<file path="src/rtl/mem_arbiter_pkg.sv">
// mem_arbiter_pkg: shared definitions for the unified-memory arbiter.
//   state_t : arbiter FSM encoding (IDLE/ACCESS/WAIT/RESP)
//   P_CPU   : port index of the MIPS multicycle core
//   P_DMA   : port index of the DMA/program loader
package mem_arbiter_pkg;

  typedef enum logic [1:0] {
    IDLE   = 2'd0,
    ACCESS = 2'd1,
    WAIT   = 2'd2,
    RESP   = 2'd3
  } state_t;

  localparam logic P_CPU = 1'b0;
  localparam logic P_DMA = 1'b1;

endpackage

</file>
<file path="src/rtl/mem_arbiter_rr_pick2.sv">
// rr_pick2: combinational two-way round-robin picker.
//   req0, req1 : requests from port 0 / port 1
//   last       : port granted most recently
//   valid      : at least one request present
//   winner     : selected port index (P_CPU or P_DMA)
module rr_pick2
  import mem_arbiter_pkg::*;
(
  input  logic req0,
  input  logic req1,
  input  logic last,
  output logic valid,
  output logic winner
);

  always_comb begin
    valid  = req0 | req1;
    winner = P_CPU;
    if (req0 && req1)
      winner = (last == P_CPU) ? P_DMA : P_CPU;
    else if (req1)
      winner = P_DMA;
  end

endmodule

</file>
<file path="src/rtl/mem_arbiter.sv">
// mem_arbiter: shares one synchronous-write memory port between the core
// (port 0) and the DMA/loader (port 1) with round-robin arbitration.
//   clk, reset          : clock (rising edge), synchronous active-high reset
//   req/we/adr/wd[01]   : requester access (held until gnt)
//   gnt[01], rvalid[01] : one-cycle grant and read-data-valid pulses
//   rdata               : shared read data, qualified by rvalid0/rvalid1
//   mem_adr/mem_wd/mem_we/mem_rd : memory port
//   busy                : arbiter not in IDLE
// Optional build macro MEM_ARBITER_STATS_EN adds saturating counters
//   gcnt0, gcnt1 (grants per port) and conflict (IDLE cycles with both req).
module mem_arbiter
  import mem_arbiter_pkg::*;
#(
  parameter int AW     = 32,
  parameter int DW     = 32,
  parameter int RD_LAT = 0,
  parameter int CNT_W  = 16
) (
  input  logic          clk,
  input  logic          reset,
  input  logic          req0,
  input  logic          req1,
  input  logic          we0,
  input  logic          we1,
  input  logic [AW-1:0] adr0,
  input  logic [AW-1:0] adr1,
  input  logic [DW-1:0] wd0,
  input  logic [DW-1:0] wd1,
  output logic          gnt0,
  output logic          gnt1,
  output logic          rvalid0,
  output logic          rvalid1,
  output logic [DW-1:0] rdata,
  output logic [AW-1:0] mem_adr,
  output logic [DW-1:0] mem_wd,
  output logic          mem_we,
  input  logic [DW-1:0] mem_rd,
  output logic          busy
`ifdef MEM_ARBITER_STATS_EN
  ,
  output logic [CNT_W-1:0] gcnt0,
  output logic [CNT_W-1:0] gcnt1,
  output logic [CNT_W-1:0] conflict
`endif
);

  localparam int CW = (RD_LAT > 1) ? $clog2(RD_LAT) : 1;

  state_t        state;
  logic          sel;
  logic          last;
  logic [CW-1:0] cnt;
  logic          valid;
  logic          winner;

  rr_pick2 u_pick (
    .req0   (req0),
    .req1   (req1),
    .last   (last),
    .valid  (valid),
    .winner (winner)
  );

  assign busy = (state != IDLE);

  always_ff @(posedge clk) begin
    if (reset) begin
      state   <= IDLE;
      sel     <= P_CPU;
      last    <= P_DMA;
      cnt     <= '0;
      gnt0    <= 1'b0;
      gnt1    <= 1'b0;
      rvalid0 <= 1'b0;
      rvalid1 <= 1'b0;
      rdata   <= '0;
      mem_adr <= '0;
      mem_wd  <= '0;
      mem_we  <= 1'b0;
    end else begin
      gnt0    <= 1'b0;
      gnt1    <= 1'b0;
      rvalid0 <= 1'b0;
      rvalid1 <= 1'b0;
      mem_we  <= 1'b0;
      unique case (state)
        IDLE: begin
          if (valid) begin
            // mem_adr/mem_wd double as the latched request; mem_we carries
            // the latched write flag for exactly the ACCESS cycle.
            sel     <= winner;
            last    <= winner;
            mem_adr <= (winner == P_DMA) ? adr1 : adr0;
            mem_wd  <= (winner == P_DMA) ? wd1  : wd0;
            mem_we  <= (winner == P_DMA) ? we1  : we0;
            gnt0    <= (winner == P_CPU);
            gnt1    <= (winner == P_DMA);
            state   <= ACCESS;
          end
        end
        ACCESS: begin
          if (mem_we) begin
            state <= IDLE;
          end else if (RD_LAT == 0) begin
            rdata   <= mem_rd;
            rvalid0 <= (sel == P_CPU);
            rvalid1 <= (sel == P_DMA);
            state   <= RESP;
          end else begin
            cnt   <= CW'(RD_LAT - 1);
            state <= WAIT;
          end
        end
        WAIT: begin
          if (cnt == '0) begin
            rdata   <= mem_rd;
            rvalid0 <= (sel == P_CPU);
            rvalid1 <= (sel == P_DMA);
            state   <= RESP;
          end else begin
            cnt <= cnt - 1'b1;
          end
        end
        RESP: state <= IDLE;
        default: state <= IDLE;
      endcase
    end
  end

`ifdef MEM_ARBITER_STATS_EN
  always_ff @(posedge clk) begin
    if (reset) begin
      gcnt0    <= '0;
      gcnt1    <= '0;
      conflict <= '0;
    end else if (state == IDLE) begin
      if (valid && (winner == P_CPU) && (gcnt0 != '1))
        gcnt0 <= gcnt0 + 1'b1;
      if (valid && (winner == P_DMA) && (gcnt1 != '1))
        gcnt1 <= gcnt1 + 1'b1;
      if (req0 && req1 && (conflict != '1))
        conflict <= conflict + 1'b1;
    end
  end
`endif

endmodule

</file>
<file path="config.mk">
export PLATFORM = sky130hd
export DESIGN_NAME = mem_arbiter
export DESIGN_NICKNAME = d
export VERILOG_FILES = /design/src/rtl/mem_arbiter_pkg.sv /design/src/rtl/mem_arbiter_rr_pick2.sv /design/src/rtl/mem_arbiter.sv
export SDC_FILE = /design/constraint.sdc
export NUM_CORES = 1
export LEC_CHECK = 0
export ABC_AREA = 1
export CORE_ASPECT_RATIO = 1.2
export CORE_UTILIZATION = 35
export CTS_CLUSTER_DIAMETER = 30
export CTS_CLUSTER_SIZE = 8
export DETAILED_ROUTE_END_ITERATION = 8
export GPL_TIMING_DRIVEN = 0
export PLACE_DENSITY = 0.83
export SLEW_MARGIN = 5
export SYNTH_ARGS = -nofsm -noshare
export SYNTH_HDL_FRONTEND = slang
export SYNTH_SLANG_ARGS = --single-unit
</file>
<file path="constraint.sdc">
create_clock -name clk -period 1.45 [get_ports clk]
set_clock_uncertainty 0.05 [all_clocks]
set_input_delay 0.29 -clock clk [delete_from_list [all_inputs] [get_ports clk]]
set_output_delay 0.29 -clock clk [all_outputs]
set_load 0.01 [all_outputs]
</file>
Yosys cells after proc, flatten, opt, wreduce, memory -nomap -nowiden
Cells that the tools add are included.
{"block": "totals", "wordCells": 52, "reg_bits": 106}
{"block": "op_classes", "addsub": 1, "n_bitwise": 5, "n_reduce_logical": 8, "mux": 20, "eq_ne": 6}
{"operator": "$mux W32", "count": 4}
{"operator": "$pmux W32 S2", "count": 1}
{"operator": "$mux W1", "count": 9}
{"operator": "$pmux W2 S4", "count": 1}
{"operator": "$mux W2", "count": 3}
{"operator": "$eq A2 B2 Y1 const B", "count": 2}
{"operator": "$ne A2 B2 Y1 const B", "count": 2}
{"operator": "$not A1 Y1", "count": 4}
{"operator": "$pmux W1 S2", "count": 2}
{"operator": "$reduce_and A2 Y1", "count": 2}
{"operator": "$reduce_bool A2 Y1", "count": 2}
{"operator": "$reduce_and A3 Y1", "count": 1}
{"operator": "$reduce_or A3 Y1", "count": 1}
{"operator": "$eq A2 B1 Y1 const B", "count": 1}
{"operator": "$logic_not A2 Y1", "count": 1}
{"operator": "$ne A2 B1 Y1 const B", "count": 1}
{"operator": "$logic_and A1 B1 Y1", "count": 1}
{"operator": "$or A1 B1 Y1", "count": 1}
{"operator": "$sub A1 B1 Y1 const B", "count": 1}

Depth between registers and ports, before layout
Gate-level depths: netlist of run 1.
{"block": "logic_depth", "word_depth": 3, "ltp_mapped": 9}

Hierarchy
From an unflattened synthesis of run 1, not the netlist that was laid out.
{"block": "unflattened", "cells_unflattened": 739, "area_unflattened_um2": 4794.6}
{"module": "mem_arbiter", "instances": 1, "cells_per_inst": 736, "area_each_um2": 4779.6}
{"module": "rr_pick2", "instances": 1, "cells_per_inst": 3, "area_each_um2": 15.0}

Least setup slack after synthesis of run 1
Ideal clock, no wire load.
{"block": "synth_timing", "path_type": "register -> register", "startpoint": "register state[0]", "endpoint": "register mem_wd[10]", "arrival_time_ns": 1.342, "n_path_buf": 1, "required_time_ns": 1.283, "period_less_slack_ns": 1.509, "setup_slack_ns": -0.059, "path_stages_with_launch": 9, "cell_sequence": "dfxtp_1 > inv_1 > ha_1 > inv_2 > nor2_8 > buf_1 > nand2_1 > nor2_1 > nor2_1"}
{"block": "synth_between", "elab_chain_cells": 2}
{"item": "start, declared", "line": "mem_arbiter.sv:49", "text": "state_t state;"}
{"item": "start signal, assigned", "line": "mem_arbiter.sv:68", "text": "state <= IDLE;"}
{"item": "start signal, assigned", "line": "mem_arbiter.sv:98", "text": "state <= ACCESS;"}
{"item": "start signal, assigned", "line": "mem_arbiter.sv:103", "text": "state <= IDLE;"}
{"item": "$logic_not A2 Y1", "line": "mem_arbiter.sv:86", "text": "unique case (state)"}
{"item": "$reduce_and A2 Y1 (no line)"}
{"item": "end signal, assigned", "line": "mem_arbiter.sv:94", "text": "mem_wd <= (winner == P_DMA) ? wd1 : wd0;"}
{"item": "end, declared", "line": "mem_arbiter.sv:35", "text": "output logic [DW-1:0] mem_wd,"}
Every way passes these cells.
A chain may end at the register's enable or synchronous reset.

Final worst setup path of run 1
{"block": "layout_timing", "startpoint": "register state[0]", "endpoint": "output port busy"}
{"block": "layout_between", "elab_chain_cells": 1}
{"item": "$reduce_bool A2 Y1", "line": "mem_arbiter.sv:64", "text": "assign busy = (state != IDLE);"}
{"item": "end, declared", "line": "mem_arbiter.sv:38", "text": "output logic busy"}
Every way passes these cells.

==> results of run 1 <==
registers in the layout, summed over array words and instances (netlist names):
name and flops:
mem_adr 32, mem_wd 32, rdata 32, state 2
gnt0 1, gnt1 1, last 1, mem_we 1
rvalid0 1, rvalid1 1, sel 1
logic make-up (layout without fill, tap and decap cells):
logic type	count (synthesis)	count (layout)
DFF	105	105
AOI/OAI and AO/OA	99	99
and+or+nand+nor	397	398
adders and majority gates	4	4
other	0	1
buffers and inverters	132	441
power by group:
group	switching [mW]	internal (mW)	total, mW
Clock	1.10	1.50	2.60
Sequential	0.310	3.49	3.80
Combinational	2.47	2.51	4.98
Total	3.88	7.50	11.4
layout make-up:
class,instances,area share
clock buffers,9,0.0253
well taps,168,0.0237
diodes,1,0.000282
multi-input cells,501,0.289
inverters,87,0.0387
flip-flops and latches,105,0.237
clock inverters,6,0.00943
repair buffers,296,0.333
plain buffers,43,0.0434
stage by stage:
stage | setup TNS (ns) | instance area (sq um) | setup slack [ns] | hold WS, ns | cells
after floorplan | -0.425 | 4800 | -0.0166 | 0.343 | 737
after global placement | -42.47 | 7660 | -0.606 | 0.376 | 1170
after detailed placement | -42.29 | 7660 | -0.583 | 0.391 | 1170
after CTS | -3.62 | 8530 | -0.103 | 0.165 | 1211
after global routing | -7.50 | 8880 | -0.157 | 0.219 | 1215
final | -3.88 | 8890 | -0.109 | 0.207 | 1216
layer usage:
| layer | GRT usage | up-vias | wire [microns] |
|---|---|---|---|
| met5 | 0 | - | 0 |
| met4 | 0.122 | 0 | 637 |
| met3 | 0.0569 | 45 | 1250 |
| met2 | 0.438 | 234 | 9160 |
| met1 | 0.259 | 2567 | 6680 |
| li1 | - | 2850 | - |
path summary, 6_finish.rpt:
check | cells past startpoint | end | slack (ns) | start
max | 5 | busy | -0.11 | state[0]$_SDFFE_PP0P_
min | 2 | mem_adr[23]$_SDFFE_PP0P_ | 0.21 | reset
max reg2reg | 10 | mem_adr[11]$_SDFFE_PP0P_ | -0.11 | state[0]$_SDFFE_PP0P_
min reg2reg | 2 | mem_adr[24]$_SDFFE_PP0P_ | 0.41 | mem_adr[24]$_SDFFE_PP0P_
cell usage after synthesis:
cell type and number:
a21oi_1 16, and3_1 1, buf_1 2, buf_2 11, buf_4 8, buf_6 6, clkbuf_1 18, dfxtp_1 105
ha_1 4, inv_1 83, inv_2 4, nand2_1 139, nand2_2 2, nand3_1 32, nand3b_1 1, nor2_1 220
nor2_4 1, nor2_8 1, o21ai_0 73, o21ai_1 10
timing repair:
action	in CTS	in global routing
pin swaps	41	73
endpoints found under the setup margin	201	98
setup buffers	21	6
gates resized for setup	225	121
cloned	7	3
==> metrics.yaml, run 1 <==
yosysTopAreaCell: "dfxtp_1"
via_per_inst: 4.68
synth_compound_area_frac: 0.103
io_buffers: 265
grt_usage: 0.241
grt_max_degree: 17
max_cap_violations: 0
ctsHoldBuffers: 0
dr_total_vias: 5696
antenna_found_initial: 0
pin_count: 268
start_util: 0.361
clock-sinks: 105
nFillCells: 1140
dieArea_sq_um: 14200
synth_top_family_by_area: "simple AND/OR/NAND/NOR gates"
drtIter0Drc: 225
grt_pass1_wl_mm: 26.3
post-route-util: 0.668
finalPower_mw: 11.4
arrival_ns: 1.22
syn-instance-count: 737
totalWireLength_mm: 17.7
end_kind: "primary output"
ys_seq_area_frac: 0.438
clk_latency_ns: 0.35
finalHoldViolations: 0
leakagePower_nw: 4.47
first_pass_iters: 4
antenna_left: 0
final_common_cell: "nor2_1"
die_x_microns: 109
synthesis.area_sq_um: 4800
mostFrequentLayoutCells: "nor2_1, clkdlybuf4s50_1, nand2_1, dfxtp_1, dlygate4sd2_1"
required_ns: 1.11
cp_num_buf_inv: 4
cts_tree: "yes"
tightest_slew_ns: 0.595
cellPowerDensity_nw_per_um2: 1280
max_freq_ghz: 0.641
period_share: 1.08
cp_slowest_cell: "dfxtp_4"
worst_slack_ns: -0.109
ys_seq_elements: 105
drive_gt1_frac: 0.175
fp.dieH_microns: 130
yosysTopAreaCellShare: 0.438
critPathTopFamily: "flip-flops"
cp-start-kind: "register"
grt_overflow_total: 0
clock-root-buffer: "clkbuf_16"
core_sq_um: 13300
crit_type: "register to primary output"
post-dp-hpwl_mm: 12.1
irDropWorstVdd_uv: 724
seqCellArea_sq_um: 2110
slowest_delay_ns: 0.37
synthXorXnorAreaFrac: 0
yosys.area_share.simple: 0.326
syn_area_per_cell_sq_um: 6.51
hp-class: "input port to register"
cts_buffer_depth: 2
area_growth_pct: 85.2
grt_pass1_vias: 5441
synth_fa_ha_area_frac: 0.0104
syn_nets: 907
violations: "setup timing"
row_count: 46
path_clk_slew_ns: 0.07
synth_warnings: 0
path_max_fanout: 4
synth_cell_types: 20
synth_mux_area_frac: 0
h-tree-depth: 3
synth.area.top_cells: "dfxtp_1, nor2_1, nand2_1"
outcome: "finished, violations left"
finalCriticalPeriod_ns: 1.56
max-slew-margin-rel: 0.603
drc_errors: 0
crit_chain: "inv_4, ha_4, inv_6, buf_6, buf_6"
finalNetCount: 1213
crit_path_frequent_cell: "buf_6"
gp_congestion: 0.792
rsz0062_at_grt: "true"
final_max_slew_viol_count: 0
wl_per_cell_microns: 14.6
multi_input_area_sq_um: 2570
numCtsBuffers: 9
setup_viol: 62
Power figures use the tool's default switching activity.
==> inputs of run 2 (changes only) <==
Settings changed: RECOVER_POWER from default to 50.
Clock period 1.45 ns to 1.25 ns, I/O delays scaled along.
==> run 2 against run 1 <==
  * Core utilization is 1.3 points higher
  * Worst hold slack lost 0.039 ns
  * Combinational power grew 32%
  * First-iteration DRC count up 9.8%
  * The flow still finishes with violations (setup timing)
==> metrics.yaml, run 2 (synthesis gave the netlist of run 1 again) <==
via_per_inst: 4.71
antenna_left: 0
outcome: "finished, violations left"
numCtsBuffers: 9
tightest_slew_ns: 0.689
drc_errors: 0
post-dp-hpwl_mm: 12.0
antenna_found_initial: 0
cts_tree: "yes"
fp.dieH_microns: 130
route.met3.wl_mm: 1.30
grt_overflow_total: 0
final_max_slew_viol_count: 0
diodes: 0
h-tree-depth: 3
io_buffers: 265
grt_pass1_vias: 5493
met2_length_mm: 10.1
end_kind: "register"
die_x_microns: 109
rsz0062_at_grt: "true"
clock-sinks: 105
clk_latency_ns: 0.34
dp.cells: 1170
grt_max_degree: 21
first_pass_iters: 4
period_share: 1.18
clock-root-buffer: "clkbuf_16"
max-slew-margin-rel: 0.541
highest_layer: "met4"
worst_slack_ns: -0.229
wl_per_cell_microns: 15.4
reg_top3: "mem_adr x32, mem_wd x32, rdata x32"
required_ns: 1.44
start_util: 0.361
finalCriticalPeriod_ns: 1.48
dr_total_vias: 5758
cp-start-kind: "register"
path_max_fanout: 8
hp-class: "input port to register"
area_growth_pct: 88.9
mostFrequentLayoutCells: "nor2_1, clkdlybuf4s50_1, nand2_1, dfxtp_1, inv_1"
drtIter0Drc: 247
gp_congestion: 0.831
setup_viol: 105
grt_pass1_wl_mm: 26.9
core_sq_um: 13300
instances_no_fill: 1223
cellPowerDensity_nw_per_um2: 1540
totalWireLength_mm: 18.8
finalNetCount: 1220
ctsHoldBuffers: 0
fin_hold_ws_ns: 0.168
drive_gt1_frac: 0.313
max_freq_ghz: 0.676
cts_buffer_depth: 2
finalSetupTns_ns: -17.55
finalHoldViolations: 0
leakagePower_nw: 4.18
dieArea_sq_um: 14200
row_count: 46
path_clk_slew_ns: 0.07
fin_area_sq_um: 9060
dpl_cell_area_sq_um: 7690
grt_usage: 0.247
met1Wirelength_mm: 6.87
crit_type: "register to register"
arrival_ns: 1.66
irDropWorstVdd_uv: 1120
max_cap_violations: 0
pin_count: 268
violations: "setup timing"
final_common_cell: "nor2_1"
run 2: cell count changes in the layout (fill, tap and decap cells not counted), sizes merged, moves of 2 or more:
cell           delta
buf               +8
bufinv            -2
clkbuf           +70
dlygate4sd2      -99
inv               +3
clkdlybuf4s15    +29
run 2: final timing paths:
kind	startpoint	endpoint	slack, ns	cells past startpoint
max	state[0]$_SDFFE_PP0P_	rdata[17]$_SDFFE_PP0P_	-0.23	9
max reg2reg	state[0]$_SDFFE_PP0P_	rdata[17]$_SDFFE_PP0P_	-0.23	9
min	reset	mem_adr[19]$_SDFFE_PP0P_	0.17	2
min reg2reg	sel$_SDFFE_PP0P_	rvalid0$_SDFF_PP0_	0.39	1
run 2: per-stage QoR:
stage          power, mW  setup slack (ns)  utilization
2_1_floorplan       6.72           -0.0667            -
3_3_place_gp        9.10            -0.813        0.578
3_5_place_dp        9.17            -0.821        0.578
4_1_cts             13.3            -0.262        0.669
5_1_grt             14.7            -0.275        0.681
6_report            14.0            -0.229        0.681
run 2: timing repair:
item,CTS,global route
gates cloned,14,3
setup buffers,18,4
pin swaps,63,49
hold endpoints to repair,0,0
setup endpoints to repair,203,182
resized for setup,420,234
run 2: final cells by class:
type | count | area, sq um
Clock inverter | 7 | 68.8
Multi-Input combinational cell | 500 | 2810
Clock buffer | 9 | 225
Sequential cell | 105 | 2130
Fill cell | 1097 | 4240
Buffer | 44 | 459
Inverter | 87 | 354
Timing Repair Buffer | 303 | 2800
Tap cell | 168 | 210
run 2: metal layers:
layer / GRT usage / up-vias
met2: 0.467 / 221
met5: 0 / -
li1: - / 2869
met4: 0.106 / 0
met3: 0.0609 / 38
met1: 0.256 / 2630
run 2: worst max-delay path: stages, from the launching register on:
cell and delay (ns):
dfxtp_4 0.37, buf_6 0.10, buf_6 0.09, ha_4 0.13
nand2_4 0.06, nand2_8 0.15, clkinv_8 0.11, clkbuf_16 0.18
nor2_4 0.08, nor2_2 0.04
run 2: where the power goes:
group	internal [mW]	switching, mW
Clock	1.41	1.40
Combinational	3.32	3.27
Sequential	4.08	0.500
